<file path="config.mk">
export PLATFORM = sky130hd
export DESIGN_NAME = prod_accumulator_flat
export DESIGN_NICKNAME = d
export VERILOG_FILES = /design/src/rtl/prod_accumulator_if.sv /design/src/rtl/prod_accumulator.sv /design/src/flat_wrapper.sv
export SDC_FILE = /design/constraint.sdc
export NUM_CORES = 1
export LEC_CHECK = 0
export ABC_AREA = 1
export BUFFER_PORTS_ARGS = -buffer_cell sky130_fd_sc_hd__clkbuf_2
export CORE_ASPECT_RATIO = 0.5
export CORE_MARGIN = 2
export CORE_UTILIZATION = 30
export DETAILED_ROUTE_END_ITERATION = 8
export SYNTH_ARGS = -nofsm -noshare
export SYNTH_HDL_FRONTEND = slang
export SYNTH_SLANG_ARGS = --single-unit
</file>
<file path="constraint.sdc">
create_clock -name clk -period 3.1 [get_ports clk]
set_clock_uncertainty 0.15 [all_clocks]
set_input_delay 0.155 -clock clk [delete_from_list [all_inputs] [get_ports clk]]
set_output_delay 0.155 -clock clk [all_outputs]
set_load 0.05 [all_outputs]
</file>
<file path="src/rtl/prod_accumulator_if.sv">
// Product-in / result-out handshake bundle between the multiplier, the accumulator and its consumer.
// Master drives products and output readiness; slave (the accumulator) drives the rest.
interface prod_accumulator_if;
    logic       in_valid;
    logic       in_ready;
    logic [7:0] in_prod;
    logic       out_valid;
    logic       out_ready;
    logic [7:0] out_data;
    logic       out_last;

    modport master (
        output in_valid, in_prod, out_ready,
        input  in_ready, out_valid, out_data, out_last
    );

    modport slave (
        input  in_valid, in_prod, out_ready,
        output in_ready, out_valid, out_data, out_last
    );
endinterface

</file>
<file path="src/rtl/prod_accumulator.sv">
// Sums COUNT_N unsigned 8-bit products into 16 bits and emits the result as two bytes, low first.
// Latency: out_valid rises the cycle after the final product is accepted; a result takes >= COUNT_N+2 cycles.
// Backpressure: products are refused while the result is pending; output beats hold stable until out_ready.
module prod_accumulator #(
    parameter int COUNT_N  = 4,
    parameter bit SATURATE = 1'b1
) (
    input  logic                clk,
    input  logic                rst,
    input  logic                clear,
    prod_accumulator_if.slave   bus,
    output logic                ovf,
    output logic                busy
);

    typedef enum logic [1:0] {
        ST_ACC     = 2'd0,
        ST_SEND_LO = 2'd1,
        ST_SEND_HI = 2'd2
    } state_t;

    localparam logic [9:0] CNT_LAST = 10'(COUNT_N - 1);

    state_t      state_q, state_d;
    logic [15:0] acc_q, acc_d;
    logic [9:0]  cnt_q, cnt_d;
    logic        ovf_q, ovf_d;
    logic        in_rdy;
    logic        accept;
    logic [16:0] sum;

    always_ff @(posedge clk or posedge rst) begin
        if (rst) begin
            state_q <= ST_ACC;
            acc_q   <= 16'd0;
            cnt_q   <= 10'd0;
            ovf_q   <= 1'b0;
        end else begin
            state_q <= state_d;
            acc_q   <= acc_d;
            cnt_q   <= cnt_d;
            ovf_q   <= ovf_d;
        end
    end

    always_comb begin
        state_d = state_q;
        acc_d   = acc_q;
        cnt_d   = cnt_q;
        ovf_d   = ovf_q;
        in_rdy  = (state_q == ST_ACC) && !rst;
        accept  = bus.in_valid && in_rdy;
        sum     = {1'b0, acc_q} + {9'd0, bus.in_prod};
        // clear outranks every handshake, so a product offered alongside it is dropped
        if (clear) begin
            state_d = ST_ACC;
            acc_d   = 16'd0;
            cnt_d   = 10'd0;
            ovf_d   = 1'b0;
        end else begin
            case (state_q)
                ST_ACC: begin
                    if (accept) begin
                        if (sum[16]) begin
                            ovf_d = 1'b1;
                            acc_d = SATURATE ? 16'hFFFF : sum[15:0];
                        end else begin
                            acc_d = sum[15:0];
                        end
                        if (cnt_q == CNT_LAST) begin
                            cnt_d   = 10'd0;
                            state_d = ST_SEND_LO;
                        end else begin
                            cnt_d = cnt_q + 10'd1;
                        end
                    end
                end
                ST_SEND_LO: begin
                    if (bus.out_ready) state_d = ST_SEND_HI;
                end
                ST_SEND_HI: begin
                    if (bus.out_ready) begin
                        state_d = ST_ACC;
                        acc_d   = 16'd0;
                        ovf_d   = 1'b0;
                    end
                end
                default: state_d = ST_ACC;
            endcase
        end
    end

    always_comb begin
        bus.in_ready  = in_rdy;
        bus.out_valid = 1'b0;
        bus.out_data  = 8'd0;
        bus.out_last  = 1'b0;
        case (state_q)
            ST_SEND_LO: begin
                bus.out_valid = 1'b1;
                bus.out_data  = acc_q[7:0];
            end
            ST_SEND_HI: begin
                bus.out_valid = 1'b1;
                bus.out_data  = acc_q[15:8];
                bus.out_last  = 1'b1;
            end
            default: ;
        endcase
        ovf  = ovf_q;
        busy = (state_q != ST_ACC) || (cnt_q != 10'd0);
    end

endmodule
</file>
<file path="src/flat_wrapper.sv">
// flat-port wrapper written by rule: the top's interface ports become plain ports
module prod_accumulator_flat 
#(
    parameter int COUNT_N  = 4,
    parameter bit SATURATE = 1'b1
)
  (clk, rst, clear, ovf, busy, bus_in_valid, bus_in_prod, bus_out_ready, bus_in_ready, bus_out_valid, bus_out_data, bus_out_last);
  prod_accumulator_if bus_i ();
  input  logic clk;
  input  logic rst;
  input  logic clear;
  output logic ovf;
  output logic busy;
  input wire logic [$bits(bus_i.in_valid)-1:0] bus_in_valid;
  input wire logic [$bits(bus_i.in_prod)-1:0] bus_in_prod;
  input wire logic [$bits(bus_i.out_ready)-1:0] bus_out_ready;
  output wire logic [$bits(bus_i.in_ready)-1:0] bus_in_ready;
  output wire logic [$bits(bus_i.out_valid)-1:0] bus_out_valid;
  output wire logic [$bits(bus_i.out_data)-1:0] bus_out_data;
  output wire logic [$bits(bus_i.out_last)-1:0] bus_out_last;
  assign bus_i.in_valid = bus_in_valid;
  assign bus_i.in_prod = bus_in_prod;
  assign bus_i.out_ready = bus_out_ready;
  assign bus_in_ready = bus_i.in_ready;
  assign bus_out_valid = bus_i.out_valid;
  assign bus_out_data = bus_i.out_data;
  assign bus_out_last = bus_i.out_last;
  prod_accumulator #(.COUNT_N(COUNT_N), .SATURATE(SATURATE)) u_core (.clk(clk), .rst(rst), .clear(clear), .bus(bus_i), .ovf(ovf), .busy(busy));
endmodule
</file>
# ---- After elaboration in Yosys (flattened, before gate mapping)
# Cells that the tools add are included.
dict set report totals {
  regBits 29
  output_inout_bits 13
  wordCells 52
}
dict set report classes {
  add_sub_neg 2
  n_eq_ne 8
  mux 23
  reduce_logical 15
}
# cell count
set op_table {}
lappend op_table {{16-bit 2-to-1 mux} 4}
lappend op_table {{10-bit 2-to-1 mux} 4}
lappend op_table {{16-bit one-hot mux with 2 select lines} 1}
lappend op_table {{16-bit by 8-bit adder with 17-bit output} 1}
lappend op_table {{8-bit one-hot mux with 2 select lines} 1}
lappend op_table {{10-bit by 1-bit adder with 10-bit output, second input constant} 1}
lappend op_table {{10-bit by 2-bit == test with 1-bit output, second input constant} 1}
lappend op_table {{2-bit 2-to-1 mux} 5}
lappend op_table {{10-bit nonzero test} 1}
lappend op_table {{3-bit != test, second input constant} 3}
lappend op_table {{4-bit AND reduction} 2}
lappend op_table {{1-bit 2-to-1 mux} 6}
lappend op_table {{3-bit by 2-bit != test with 1-bit output, second input constant} 2}
lappend op_table {{2-bit one-hot mux with 3 select lines} 1}
lappend op_table {{2-bit nonzero test} 3}
lappend op_table {{3-bit AND reduction} 1}
lappend op_table {{3-bit nonzero test} 1}
lappend op_table {{2-bit by 1-bit == test with 1-bit output, second input constant} 1}
lappend op_table {{2-bit == test, second input constant} 1}
lappend op_table {{1-bit logical AND} 2}
lappend op_table {{2-bit zero test} 1}
lappend op_table {{1-bit one-hot mux with 2 select lines} 1}
lappend op_table {{2-bit AND reduction} 1}
lappend op_table {{2-bit OR reduction} 1}
lappend op_table {{2 further kinds} 2}

# ---- Depth between registers and ports, before layout
dict set report logic_depth {
  ltp_word 6
  mapped_depth 13
  depth_no_buf 12
}

# ---- Least setup slack after synthesis
# No wires, ideal clock.
dict set report synth_timing {
  path_kind {register to output}
  start {reg u_core.state_q[0]}
  end {out bus_out_data[7]}
  t_arrival_ns 1.988
  t_required_ns 2.795
  path_slack_ns 0.807
  stages_incl_launch_ff 6
  path_cell_list {dfrtp_1 > inv_1 > ha_1 > buf_6 > nand2_1 > a21oi_1}
}
dict set report synth_between {
  elab_chain_len 2
  word_cells_on_any_way 3
  classes_between {eq/ne: 2; mux: 1}
}
# item line
set synth_lines {}
lappend synth_lines {{from (decl)} prod_accumulator.sv:24} ;# state_t state_q, state_d;
lappend synth_lines {{from (signal assigned)} prod_accumulator.sv:39} ;# state_q <= state_d;
lappend synth_lines {{2-bit == test / 2-bit by 1-bit == test with 1-bit output (equally long branches)} prod_accumulator.sv:98} ;# case (state_q)
lappend synth_lines {{8-bit one-hot mux with 2 select lines (*)} prod_accumulator.sv:98}
lappend synth_lines {{to (decl)} flat_wrapper.sv:19} ;# output wire logic [$bits(bus_i.out_data)-1:0] bus_out_data;
# Mark *: on every way between the ends. The rest lies on a longest branch, timed or not.

# ---- Worst setup path in the final report
dict set report layout_timing {
  start {reg u_core.acc_q[0]}
  end {reg u_core.acc_q[10]}
}
dict set report layout_between {
  elab_chain_len 5
}
# item line
set layout_lines {}
lappend layout_lines {{from (decl)} prod_accumulator.sv:25} ;# logic [15:0] acc_q, acc_d;
lappend layout_lines {{from (signal assigned)} prod_accumulator.sv:35} ;# acc_q <= 16'd0;
lappend layout_lines {{from (signal assigned)} prod_accumulator.sv:40} ;# acc_q <= acc_d;
lappend layout_lines {{16-bit by 8-bit adder with 17-bit output} prod_accumulator.sv:53} ;# sum = {1'b0, acc_q} + {9'd0, bus.in_prod};
lappend layout_lines {{16-bit 2-to-1 mux} prod_accumulator.sv:64} ;# if (sum[16]) begin
lappend layout_lines {{16-bit 2-to-1 mux} prod_accumulator.sv:63} ;# if (accept) begin
lappend layout_lines {{16-bit one-hot mux with 2 select lines} prod_accumulator.sv:61} ;# case (state_q)
lappend layout_lines {{16-bit 2-to-1 mux} prod_accumulator.sv:55} ;# if (clear) begin
# Every way passes these cells. The select of a mux whose other input is x is not followed.
# A chain may end at the register's enable or synchronous reset.

==> key figures <==
Floorplan
  • Die width: around 130 µm
  • Core area: ~0.0073 mm²
  • Die ar.: about 0.0084 mm²
  • # rows: 22
  • Starting Density: 0.311
  • Die Y: 65.8 µm
  • IO Pins: 26

Synthesis
  • Largest cells by area after synthesis: dfrtp_1, nand2_1, ha_1, inv_1, nand3_1
  • Async SR Flop Fraction: 1.00
  • Yosys top cell by area: dfrtp_1
  • Synth top area share: 0.317
  • Top cells by count, synth: nand2_1, inv_1, dfrtp_1
  • Synthesized instance count: between 300 and 400
  • Mean cell area of the mapped netlist: roughly 6.7 µm²
  • Predominant post-synthesis flop cell: dfrtp_1
  • Number of synthesized flops with an enable pin: 0
  • Yosys cell types: 30
  • Register area share after synthesis: 0.317
  • Ys Warns: 0
  • Syn Std Cell Area: 0.00229 mm²
  • Net Count, Synth: roughly 370
  • Most frequent cell after synthesis: nand2_1
  • Synth Register Bits: 29

Detailed routing
  • Drt initial violations: ~110
  • Drt wl/cell: roughly 12 µm
  • DRT Wirelength: 5530 µm
  • Vias per cell: 4.57
  • Routed vias: approximately 2100
  • DRC Markers: 0
  • DRT Pass-1 Iters: 4
  • Post-route ant nets: 0

Worst hold path
  • Hold Path Class: input port to register

Setup path
  • Worst Reg-to-Reg Cells: 10
  • Reg2reg setup slack: between 0.9 and 1 ns
  • Worst Setup EP: u_core.acc_q[10]
  • Critical R2R Launch: u_core.acc_q[0]
  • Endpoint type of the worst setup path: register
  • WS Path Type: register to register
  • CP Max Fanout: 14
  • Crit path arrival time: ~2.2 ns
  • Startpoint types: register
  • Worst Path Required: around 3.1 ns
  • Reg2reg end: u_core.acc_q[10]
  • Critical path launch point: u_core.acc_q[0]

Clocking
  • CTS clk-pin slew, worst paths: 0.05 ns
  • Clk root buf: clkbuf_16
  • CTS Sinks: 29
  • CTS buffer count: 5
  • Maximum clock insertion buffer count: 2
  • CTS resizes: 0
  • CTS tree: built
  • Later-pin clock latency in the skew report: ~0.27 ns
  • Htree depth: 2
  • # Post-CTS Setup Buffers: 0
  • Hold buffers post-CTS: 1

Power
  • Lkg Pwr: 0.00141 µW
  • P per Cell Area: about 750 mW/mm²
  • VDD IR max: between 0.2 and 0.3 mV

GRT
  • GR Util All Layers: 0.149
  • First-pass GRT wire length: just under 10000 µm
  • Total grt overflow: 0
  • Largest net degree at the start of global routing: 16
  • Vias in the first global route: slightly above 2000
  • Initial antenna violation count: 0

STA
  • Slew Limit Fails: 0
  • Setup-failing EPs final: 0
  • Relative slew slack: 0.589
  • Maximum operating frequency: ~0.46 GHz
  • Fin crit share: 0.700
  • Total negative slack: 0 ns
  • Tmin final: roughly 2.2 ns
  • Slew @ Worst Pin: a little over 0.6 ns
  • Final hold vios: 0
  • RSZ-0062 raised after global routing: no

Flow run
  • Max-cap violations: 0

Layout
  • Seq. cell area: approximately 730 µm²
  • Area Growth Syn to Fin: 15.4%
  • Share of cells above drive strength 1: 0.138
  • Antenna cells: 0
  • Post-Route Utilization: 0.359
  • Area of the multi-input gates: 0.00133 mm²
  • Fillers: 787
  • Final Net Count: roughly 400

Run status
  • Status: finished clean

Placement
  • HPWL after DPL: roughly 4300 µm
  • GP Congestion: between 0.8 and 0.9
  • IO Port Bufs: 25
==> registers in the layout, summed over array words and instances, names as in the netlist <==
signal and count:
u_core.ovf 1, u_core.cnt_q 10, u_core.state_q 2, u_core.acc_q 16
==> critical path, stage by stage, from the launching register on <==
cell	delay, ns
dfrtp_1	0.40
ha_1	0.21
fa_1	0.38
nand2_1	0.10
nand3_1	0.11
nand3_1	0.12
nand2_2	0.14
nand3_4	0.19
o21ai_0	0.12
nand2_1	0.06
o21ai_0	0.07
==> metal layers <==
metal	global-route usage	share of wire	vias up
li1	-	-	1128
met1	0.195	0.51	958
met2	0.241	0.44	31
met3	0.0383	0.037	6
met4	0.0481	0.013	0
met5	0	0	-
==> where the power goes <==
part	total, µW	internal (µW)	leakage (µW)	switching, µW
registers	525	456	0.000392	69.2
clock network	471	294	0.0000706	176
logic	996	297	0.000951	699
==> how the worst min path moves through the flow <==
stage	depth (start not counted)	slack, ns	endpoint	start
after floorplan	1	0.08	u_core.acc_q[0]	rst
after global placement	2	0.14	u_core.cnt_q[2]	rst
after detailed placement	2	0.14	u_core.cnt_q[2]	rst
after CTS	4	0.13	u_core.ovf	clear
after global routing	4	0.17	u_core.ovf	clear
final	4	0.13	u_core.ovf	clear
==> cells in the final DEF (no fill, tap or decap) <==
cell type | synthesis | layout
and3_1 | 2 | 2
xnor2_1 | 3 | 3
a21oi_1 | 16 | 16
nor3_1 | 6 | 6
nand3b_1 | 2 | 2
nor2_1 | 21 | 21
dfrtp_1 | 29 | 29
nand3_1 | 23 | 23
inv_2 | 3 | 3
buf_4 | 1 | 1
fa_1 | 1 | 1
nand2_2 | 5 | 5
clkbuf_2 | 0 | 25
clkinv_2 | 1 | 3
or2_2 | 3 | 3
clkbuf_16 | 0 | 5
and2_1 | 1 | 1
clkbuf_1 | 1 | 1
xor2_1 | 6 | 6
a31oi_1 | 2 | 2
o21ai_0 | 12 | 12
nand3_4 | 1 | 1
inv_1 | 45 | 45
nand4_1 | 6 | 6
dlygate4sd3_1 | 0 | 1
nor2_4 | 3 | 3
ha_1 | 14 | 14
nand2_1 | 126 | 126
o22ai_1 | 1 | 1
o21ai_2 | 1 | 1
nor3_4 | 1 | 1
==> metrics by stage <==
| stage | cell area [µm²] | hold slack, ns | std cells | setup slack, ns | total power [µW] |
|---|---|---|---|---|---|
| after global placement | 2490 | 0.141 | 456 | 0.963 | 1530 |
| after CTS | 2640 | 0.127 | 465 | 0.892 | 2010 |
| after global routing | 2640 | 0.167 | 465 | 0.712 | 2170 |
| after floorplan | 2290 | 0.0831 | 340 | 0.807 | 1320 |
| after detailed placement | 2490 | 0.141 | 456 | 0.919 | 1530 |
| final | 2640 | 0.132 | 465 | 0.929 | 1990 |
==> final cells by class <==
class                           instances  share of cell area
Clock inverter                          2             0.00379
Inverter                               49              0.0701
Multi-Input combinational cell        256               0.503
Clock buffer                            6              0.0488
Timing Repair Buffer                   27              0.0540
Tap cell                               96              0.0455
Sequential cell                        29               0.275
==> kinds of logic after synthesis <==
group	share of synthesized area
AO/OA/AOI/OAI	0.0733
adder cells (fa/ha/maj)	0.0853
XOR/XNOR	0.0344
flip-flops	0.317
AND/OR/NAND/NOR	0.387
buffers and inverters	0.103
Note: power is estimated with default switching activity, not from simulation.
